[src/rtl/atto_pkg.sv]
// Shared types and constants for the atto two-master memory bus arbiter.
package atto_pkg;

    localparam int unsigned ADDR_W = 16;
    localparam int unsigned DATA_W = 8;

    localparam logic M0 = 1'b0;
    localparam logic M1 = 1'b1;

    typedef enum logic [1:0] {
        ST_IDLE,
        ST_ADDR,
        ST_WAIT,
        ST_DONE
    } arb_state_t;

    typedef struct packed {
        logic              we;
        logic [ADDR_W-1:0] addr;
        logic [DATA_W-1:0] wdata;
    } xfer_t;

endpackage

[src/rtl/atto_bus_arb_if.sv]
// Master request/grant handshakes plus the shared memory-side bus of the arbiter.
interface atto_bus_arb_if;
    import atto_pkg::*;

    logic              m0_req;
    logic              m0_we;
    logic [ADDR_W-1:0] m0_addr;
    logic [DATA_W-1:0] m0_wdata;
    logic              m0_gnt;
    logic              m0_done;

    logic              m1_req;
    logic              m1_we;
    logic [ADDR_W-1:0] m1_addr;
    logic [DATA_W-1:0] m1_wdata;
    logic              m1_gnt;
    logic              m1_done;

    logic [DATA_W-1:0] rdata;
    logic [ADDR_W-1:0] address_bus;
    logic              data_dir;
    logic [DATA_W-1:0] data_out;
    logic              data_oe;
    logic [DATA_W-1:0] data_in;

    modport slave (
        input  m0_req, m0_we, m0_addr, m0_wdata,
        input  m1_req, m1_we, m1_addr, m1_wdata,
        input  data_in,
        output m0_gnt, m0_done, m1_gnt, m1_done,
        output rdata, address_bus, data_dir, data_out, data_oe
    );

    modport master (
        output m0_req, m0_we, m0_addr, m0_wdata,
        output m1_req, m1_we, m1_addr, m1_wdata,
        output data_in,
        input  m0_gnt, m0_done, m1_gnt, m1_done,
        input  rdata, address_bus, data_dir, data_out, data_oe
    );

endinterface

[src/rtl/atto_rr_pick.sv]
// Two-way round-robin winner select; the master not granted last wins a tie.
module atto_rr_pick (
    input  logic [1:0] req,
    input  logic       last_gnt,
    output logic       winner_c,
    output logic       valid_c
);

    always_comb begin
        valid_c  = |req;
        winner_c = 1'b0;
        if (req == 2'b11) winner_c = ~last_gnt;
        else              winner_c = req[1];
    end

endmodule

[src/rtl/atto_bus_arb.sv]
// Round-robin arbiter owning a single memory transfer at a time: IDLE -> ADDR -> WAIT* -> DONE.
module atto_bus_arb
    import atto_pkg::*;
#(
    parameter int unsigned MEM_WAIT = 1
) (
    input logic          clock,
    input logic          reset,
    atto_bus_arb_if.slave bus
);

    localparam logic [3:0] WAIT_INIT = 4'((MEM_WAIT == 0) ? 0 : MEM_WAIT - 1);

    arb_state_t        state_q, state_d;
    logic [3:0]        cnt_q, cnt_d;
    logic              last_q, last_d;
    logic              owner_q, owner_d;
    logic              we_q, we_d;
    logic [1:0]        gnt_q, gnt_d;
    logic [1:0]        done_q, done_d;
    logic [ADDR_W-1:0] addr_q, addr_d;
    logic [DATA_W-1:0] dout_q, dout_d;
    logic [DATA_W-1:0] rdata_q, rdata_d;
    logic              oe_q, oe_d;
    logic              dir_q, dir_d;

    logic  winner;
    logic  valid;
    logic  last_cycle;
    xfer_t sel;

    atto_rr_pick u_pick (
        .req      ({bus.m1_req, bus.m0_req}),
        .last_gnt (last_q),
        .winner_c (winner),
        .valid_c  (valid)
    );

    // Next-state and next-output logic; every output is the registered image of these.
    always_comb begin
        state_d = state_q;
        cnt_d   = cnt_q;
        last_d  = last_q;
        owner_d = owner_q;
        we_d    = we_q;
        gnt_d   = gnt_q;
        done_d  = 2'b00;
        addr_d  = addr_q;
        dout_d  = dout_q;
        rdata_d = rdata_q;
        oe_d    = oe_q;
        dir_d   = dir_q;

        sel.we    = winner ? bus.m1_we    : bus.m0_we;
        sel.addr  = winner ? bus.m1_addr  : bus.m0_addr;
        sel.wdata = winner ? bus.m1_wdata : bus.m0_wdata;

        last_cycle = ((state_q == ST_ADDR) && (MEM_WAIT == 0)) ||
                     ((state_q == ST_WAIT) && (cnt_q == 4'd0));

        case (state_q)
            ST_IDLE: begin
                if (valid) begin
                    state_d = ST_ADDR;
                    owner_d = winner;
                    last_d  = winner;
                    we_d    = sel.we;
                    gnt_d   = winner ? 2'b10 : 2'b01;
                    addr_d  = sel.addr;
                    dout_d  = sel.wdata;
                    oe_d    = sel.we;
                    dir_d   = ~sel.we;
                end
            end
            ST_ADDR: begin
                if (MEM_WAIT != 0) begin
                    state_d = ST_WAIT;
                    cnt_d   = WAIT_INIT;
                end
            end
            ST_WAIT: begin
                if (cnt_q != 4'd0) cnt_d = cnt_q - 4'd1;
            end
            ST_DONE: begin
                state_d = ST_IDLE;
                gnt_d   = 2'b00;
            end
            default: state_d = ST_IDLE;
        endcase

        // Leaving the final access cycle: complete the transfer and release the data bus.
        if (last_cycle) begin
            state_d         = ST_DONE;
            done_d[owner_q] = 1'b1;
            oe_d            = 1'b0;
            dir_d           = 1'b1;
            if (!we_q) rdata_d = bus.data_in;
        end
    end

    always_ff @(posedge clock) begin
        if (reset) begin
            state_q <= ST_IDLE;
            cnt_q   <= 4'd0;
            last_q  <= M1;
            owner_q <= M0;
            we_q    <= 1'b0;
            gnt_q   <= 2'b00;
            done_q  <= 2'b00;
            addr_q  <= '0;
            dout_q  <= '0;
            rdata_q <= '0;
            oe_q    <= 1'b0;
            dir_q   <= 1'b1;
        end else begin
            state_q <= state_d;
            cnt_q   <= cnt_d;
            last_q  <= last_d;
            owner_q <= owner_d;
            we_q    <= we_d;
            gnt_q   <= gnt_d;
            done_q  <= done_d;
            addr_q  <= addr_d;
            dout_q  <= dout_d;
            rdata_q <= rdata_d;
            oe_q    <= oe_d;
            dir_q   <= dir_d;
        end
    end

    assign bus.m0_gnt      = gnt_q[0];
    assign bus.m1_gnt      = gnt_q[1];
    assign bus.m0_done     = done_q[0];
    assign bus.m1_done     = done_q[1];
    assign bus.rdata       = rdata_q;
    assign bus.address_bus = addr_q;
    assign bus.data_dir    = dir_q;
    assign bus.data_out    = dout_q;
    assign bus.data_oe     = oe_q;

endmodule

[src/flat_wrapper.sv]
// flat-port wrapper written by rule: the top's interface ports become plain ports
module atto_bus_arb_flat import atto_pkg::*;
#(
    parameter int unsigned MEM_WAIT = 1
)
  (clock, reset, bus_m0_req, bus_m0_we, bus_m0_addr, bus_m0_wdata, bus_m1_req, bus_m1_we, bus_m1_addr, bus_m1_wdata, bus_data_in, bus_m0_gnt, bus_m0_done, bus_m1_gnt, bus_m1_done, bus_rdata, bus_address_bus, bus_data_dir, bus_data_out, bus_data_oe);
  atto_bus_arb_if bus_i ();
  input logic clock;
  input logic reset;
  input wire logic [$bits(bus_i.m0_req)-1:0] bus_m0_req;
  input wire logic [$bits(bus_i.m0_we)-1:0] bus_m0_we;
  input wire logic [$bits(bus_i.m0_addr)-1:0] bus_m0_addr;
  input wire logic [$bits(bus_i.m0_wdata)-1:0] bus_m0_wdata;
  input wire logic [$bits(bus_i.m1_req)-1:0] bus_m1_req;
  input wire logic [$bits(bus_i.m1_we)-1:0] bus_m1_we;
  input wire logic [$bits(bus_i.m1_addr)-1:0] bus_m1_addr;
  input wire logic [$bits(bus_i.m1_wdata)-1:0] bus_m1_wdata;
  input wire logic [$bits(bus_i.data_in)-1:0] bus_data_in;
  output wire logic [$bits(bus_i.m0_gnt)-1:0] bus_m0_gnt;
  output wire logic [$bits(bus_i.m0_done)-1:0] bus_m0_done;
  output wire logic [$bits(bus_i.m1_gnt)-1:0] bus_m1_gnt;
  output wire logic [$bits(bus_i.m1_done)-1:0] bus_m1_done;
  output wire logic [$bits(bus_i.rdata)-1:0] bus_rdata;
  output wire logic [$bits(bus_i.address_bus)-1:0] bus_address_bus;
  output wire logic [$bits(bus_i.data_dir)-1:0] bus_data_dir;
  output wire logic [$bits(bus_i.data_out)-1:0] bus_data_out;
  output wire logic [$bits(bus_i.data_oe)-1:0] bus_data_oe;
  assign bus_i.m0_req = bus_m0_req;
  assign bus_i.m0_we = bus_m0_we;
  assign bus_i.m0_addr = bus_m0_addr;
  assign bus_i.m0_wdata = bus_m0_wdata;
  assign bus_i.m1_req = bus_m1_req;
  assign bus_i.m1_we = bus_m1_we;
  assign bus_i.m1_addr = bus_m1_addr;
  assign bus_i.m1_wdata = bus_m1_wdata;
  assign bus_i.data_in = bus_data_in;
  assign bus_m0_gnt = bus_i.m0_gnt;
  assign bus_m0_done = bus_i.m0_done;
  assign bus_m1_gnt = bus_i.m1_gnt;
  assign bus_m1_done = bus_i.m1_done;
  assign bus_rdata = bus_i.rdata;
  assign bus_address_bus = bus_i.address_bus;
  assign bus_data_dir = bus_i.data_dir;
  assign bus_data_out = bus_i.data_out;
  assign bus_data_oe = bus_i.data_oe;
  atto_bus_arb #(.MEM_WAIT(MEM_WAIT)) u_core (.clock(clock), .reset(reset), .bus(bus_i));
endmodule
[config.mk]
export PLATFORM = sky130hd
export DESIGN_NAME = atto_bus_arb_flat
export DESIGN_NICKNAME = d
export VERILOG_FILES = /design/src/rtl/atto_pkg.sv /design/src/rtl/atto_bus_arb_if.sv /design/src/rtl/atto_rr_pick.sv /design/src/rtl/atto_bus_arb.sv /design/src/flat_wrapper.sv
export SDC_FILE = /design/constraint.sdc
export NUM_CORES = 1
export LEC_CHECK = 0
export BUFFER_PORTS_ARGS = -buffer_cell sky130_fd_sc_hd__buf_2
export CORE_MARGIN = 10
export CORE_UTILIZATION = 46
export DETAILED_ROUTE_END_ITERATION = 10
export MAX_ROUTING_LAYER = met4
export PLACE_DENSITY = 0.88
export RECOVER_POWER = 25
export SLEW_MARGIN = 30
export SYNTH_ARGS = -nofsm -noshare
export SYNTH_HDL_FRONTEND = slang
export SYNTH_SLANG_ARGS = --single-unit
[constraint.sdc]
create_clock -name clock -period 1.95 [get_ports clock]
set_input_delay 0.39 -clock clock [delete_from_list [all_inputs] [get_ports clock]]
set_output_delay 0.39 -clock clock [all_outputs]
set_load 0.02 [all_outputs]
==> summary.md <==
| Metric | Value |
|---|---|
| Status | `finished clean` |
| Startpoint types | `flip-flop` |
| Combinational power share | `0.520` |
| WL final | `6425 um` |
| Yosys reg bits | `47` |
| Clock power share | `0.127` |
| Fin Clk Skew | `0.004266 ns` |
| Critical path's largest stage delay | `0.33 ns` |
| Max-cap violation count | `0` |
| Total GRT Usage | `0.1647` |
| Clock Pin Slew Worst Setup and Hold Paths | `0.08 ns` |
| Synth top area share | `0.4300` |
| Util after Layout | `0.5962` |
| Synthesized Nets | `318` |
| Die area | `0.007917 sq mm` |
| Yosys top cell by area | `dfxtp_1` |
| H-tree depth | `2` |
| Largest net degree at the start of global routing | `26` |
| First-pass GRT wire length | `9908 um` |
| Clock tree from TritonCTS | `done` |
| DP HPWL | `5016 um` |
| Final worst setup slack | `0.2709 ns` |
| Via count | `2164` |
| Cell Pwr Density | `1492 mW/mm^2` |
| Worst vdd ir | `0.9033 mV` |
| Avg WL per Cell | `16.02 um` |
| First-pass DRT Iterations | `4` |
| Pins Over Slew Limit | `0` |
| Worst Max-Slew Pin Slew | `0.6786 ns` |
| CP Data Arrival Time | `1.85 ns` |
| Setup violators final | `0` |
| Vias in the first global route | `2105` |
| Initial antenna violation count | `0` |
| Row count | `25` |
| Initial Util | `0.4695` |
| Most common cell in the synthesized netlist | `dfxtp_1` |
| CTS max path bufs | `2` |
| Distinct cells, synth | `40` |
| Area growth from synthesis to layout | `26.99%` |
| Top Ports | `100` |
| Crit path max fanout | `9` |
| Setup TNS | `0 ns` |
| Leakage | `1.195 nW` |
| Mapped Area | `0.002188 sq mm` |
| Synth Flop Type | `dfxtp_1` |
| Final instance area | `0.002779 sq mm` |
| Switch share | `0.4414` |
| Setup crit end kind | `flip-flop` |
| RSZ-0062 raised after global routing | `no` |
| Via-to-Cell Ratio | `5.397` |
| P_int | `2.316 mW` |
| Tcrit/Tclk final | `0.8611` |
| GPL Wtd Cong | `0.8029` |
| Worst hold path class | `input port to flip-flop` |
| Register area share after synthesis | `0.4300` |
| Fin crit period | `1.679 ns` |
| FF-to-FF Start | `u_core.state_q[0]$_SDFFE_PP0P_` |
| EDFF count, synth | `0` |
| Setup Slack @ Placement | `0.2323 ns` |
| Hold path start | `bus_data_in[2]` |
| Clock Sink Count | `47` |
| Buffers on Ports | `99` |
| Routed Antenna Nets | `0` |
| Total power | `4.146 mW` |
| # nets final | `415` |
| TritonCTS Buffers | `5` |
| Area contributors post-synth | `dfxtp_1, a211oi_2, a21oi_1` |
| Hold Path Depth | `3` |
| Layout cells sized above 1 | `0.3343` |
| Total gr overflow | `0` |
| Die X | `88.98 um` |
| Cell Area, Placed | `0.002728 sq mm` |
| Async S/R FF share, synth | `0` |
| Syn Inst Count | `251` |
| Worst flop-to-flop path endpoint | `u_core.bus.rdata[5]$_SDFFE_PP0P_` |
| Post-synth top cells | `dfxtp_1, a21oi_1, nor2_1, nand2_1, a211oi_2` |
| R2R setup slack | `0.27 ns` |
| Hold_buf cts | `0` |
| Synth Area per Inst | `8.719 sq um` |
| # diodes | `0` |
| First-iteration detailed-routing DRC count | `139` |
| Core area | `0.004661 sq mm` |
| Final hold viol count | `0` |
| Sw power | `1.830 mW` |
| Worst skew pair latency | `0.29 ns` |
| Crit path kind | `flip-flop to flip-flop` |
| Worst R2R Path Depth | `6` |
| CTS root buffer | `clkbuf_8` |
| CP Cell Sequence | `inv_1 -> ha_1 -> nand4bb_1 -> buf_4 -> o21ai_0 -> a21oi_1` |
| DRC viols | `0` |
| Yosys warns | `0` |
| Flop pwr share | `0.353` |
| WHS Endpoint | `u_core.bus.rdata[2]$_SDFFE_PP0P_` |
| Fmax | `0.5956 GHz` |
| Worst rel slew slack | `0.5476` |
| Required @ worst endpoint | `2.12 ns` |
| Filler cells | `404` |
| Critical path's slowest cell | `dfxtp_1` |
| Die height | `88.98 um` |
-- layout make-up --
class	instances	area [sq um]	area share
well taps	54	67.56	0.02431
multi-input cells	178	1115	0.4012
clock buffers	6	72.57	0.02611
inverters	7	26.28	0.009455
flip-flops and latches	47	940.9	0.3386
repair buffers	109	556.8	0.2004
-- metrics by stage --
stage               hold WS (ns)  instances
finish                    0.3411        401
global route              0.3244        401
CTS                       0.3263        401
detailed placement        0.4622        395
global placement          0.4564        395
floorplan                 0.4144        251
-- state kept, by name, summed over array words and instances (netlist names) --
name / cells
u_core.bus.data_dir: 1
u_core.we_q: 1
u_core.bus.rdata: 8
u_core.state_q: 2
u_core.done_q: 2
u_core.cnt_q: 4
u_core.bus.data_out: 8
u_core.bus.address_bus: 16
u_core.bus.data_oe: 1
u_core.owner_q: 1
u_core.gnt_q: 2
u_core.last_q: 1
-- power groups by stage --
| stage | registers, mW | logic (mW) | clock network (mW) |
|---|---|---|---|
| finish | 1.46 | 2.16 | 0.526 |
| global route | 1.50 | 2.37 | 0.595 |
| CTS | 1.46 | 2.21 | 0.547 |
| detailed placement | 1.48 | 2.20 | 0 |
| global placement | 1.46 | 2.12 | 0 |
| floorplan | 1.77 | 1.26 | 0 |
-- per-layer routing --
metal	part of all wire	GRT usage	up-vias
met5	0	-	-
met4	0.027	0.06647	0
met3	0.063	0.03829	11
met2	0.52	0.2965	67
met1	0.39	0.1693	1001
li1	-	-	1085
-- how the worst max path moves through the flow --
| stage | startpoint | to |
|---|---|---|
| after floorplan | u_core.state_q[0]$_SDFFE_PP0P_ | u_core.bus.data_dir$_SDFFE_PP1P_ |
| after global placement | u_core.state_q[0]$_SDFFE_PP0P_ | u_core.state_q[0]$_SDFFE_PP0P_ |
| after detailed placement | u_core.state_q[0]$_SDFFE_PP0P_ | u_core.state_q[0]$_SDFFE_PP0P_ |
| after CTS | u_core.state_q[0]$_SDFFE_PP0P_ | u_core.state_q[0]$_SDFFE_PP0P_ |
| after global routing | u_core.state_q[0]$_SDFFE_PP0P_ | u_core.bus.rdata[5]$_SDFFE_PP0P_ |
| final | u_core.state_q[0]$_SDFFE_PP0P_ | u_core.bus.rdata[5]$_SDFFE_PP0P_ |
-- cells by family (layout without fill, tap and decap cells) --
| logic type | after synthesis | count (layout) | share of synthesized area |
|---|---|---|---|
| adder cells (fa/ha/maj) | 5 | 5 | 0.02859 |
| buffers and inverters | 26 | 122 | 0.06289 |
| flip-flops | 47 | 47 | 0.4300 |
| AND/OR/NAND/NOR | 80 | 80 | 0.1692 |
| AO/OA/AOI/OAI | 93 | 93 | 0.3093 |
-- placed cells by master (no fill, tap or decap), types with 2 or more instances in the layout --
cell / n
dfxtp_1: 47
a31oi_1: 2
ha_1: 5
a211oi_1: 5
nand2b_1: 3
inv_1: 6
buf_2: 78
a21oi_1: 40
nand2_1: 26
buf_4: 9
nor2_1: 27
nor2b_1: 2
clkbuf_8: 5
o21ai_0: 15
a211oi_2: 19
nand3_1: 11
clkbuf_1: 22
o32ai_1: 2
-- what timing repair did --
action,in CTS,in global routing
resized for setup,0,1
buffers inserted,0,0
endpoints found under the setup margin,0,3
-- worst max-delay path: cells and delay by family (launching register included) --
kind                       cells  cell delay, ns
AOI/OAI and AO/OA              2            0.26
DFF                            1            0.33
adders and majority gates      1            0.33
and+or+nand+nor                1            0.29
buffers and inverters          2            0.35
No activity file was read; power rests on OpenSTA's default activity.
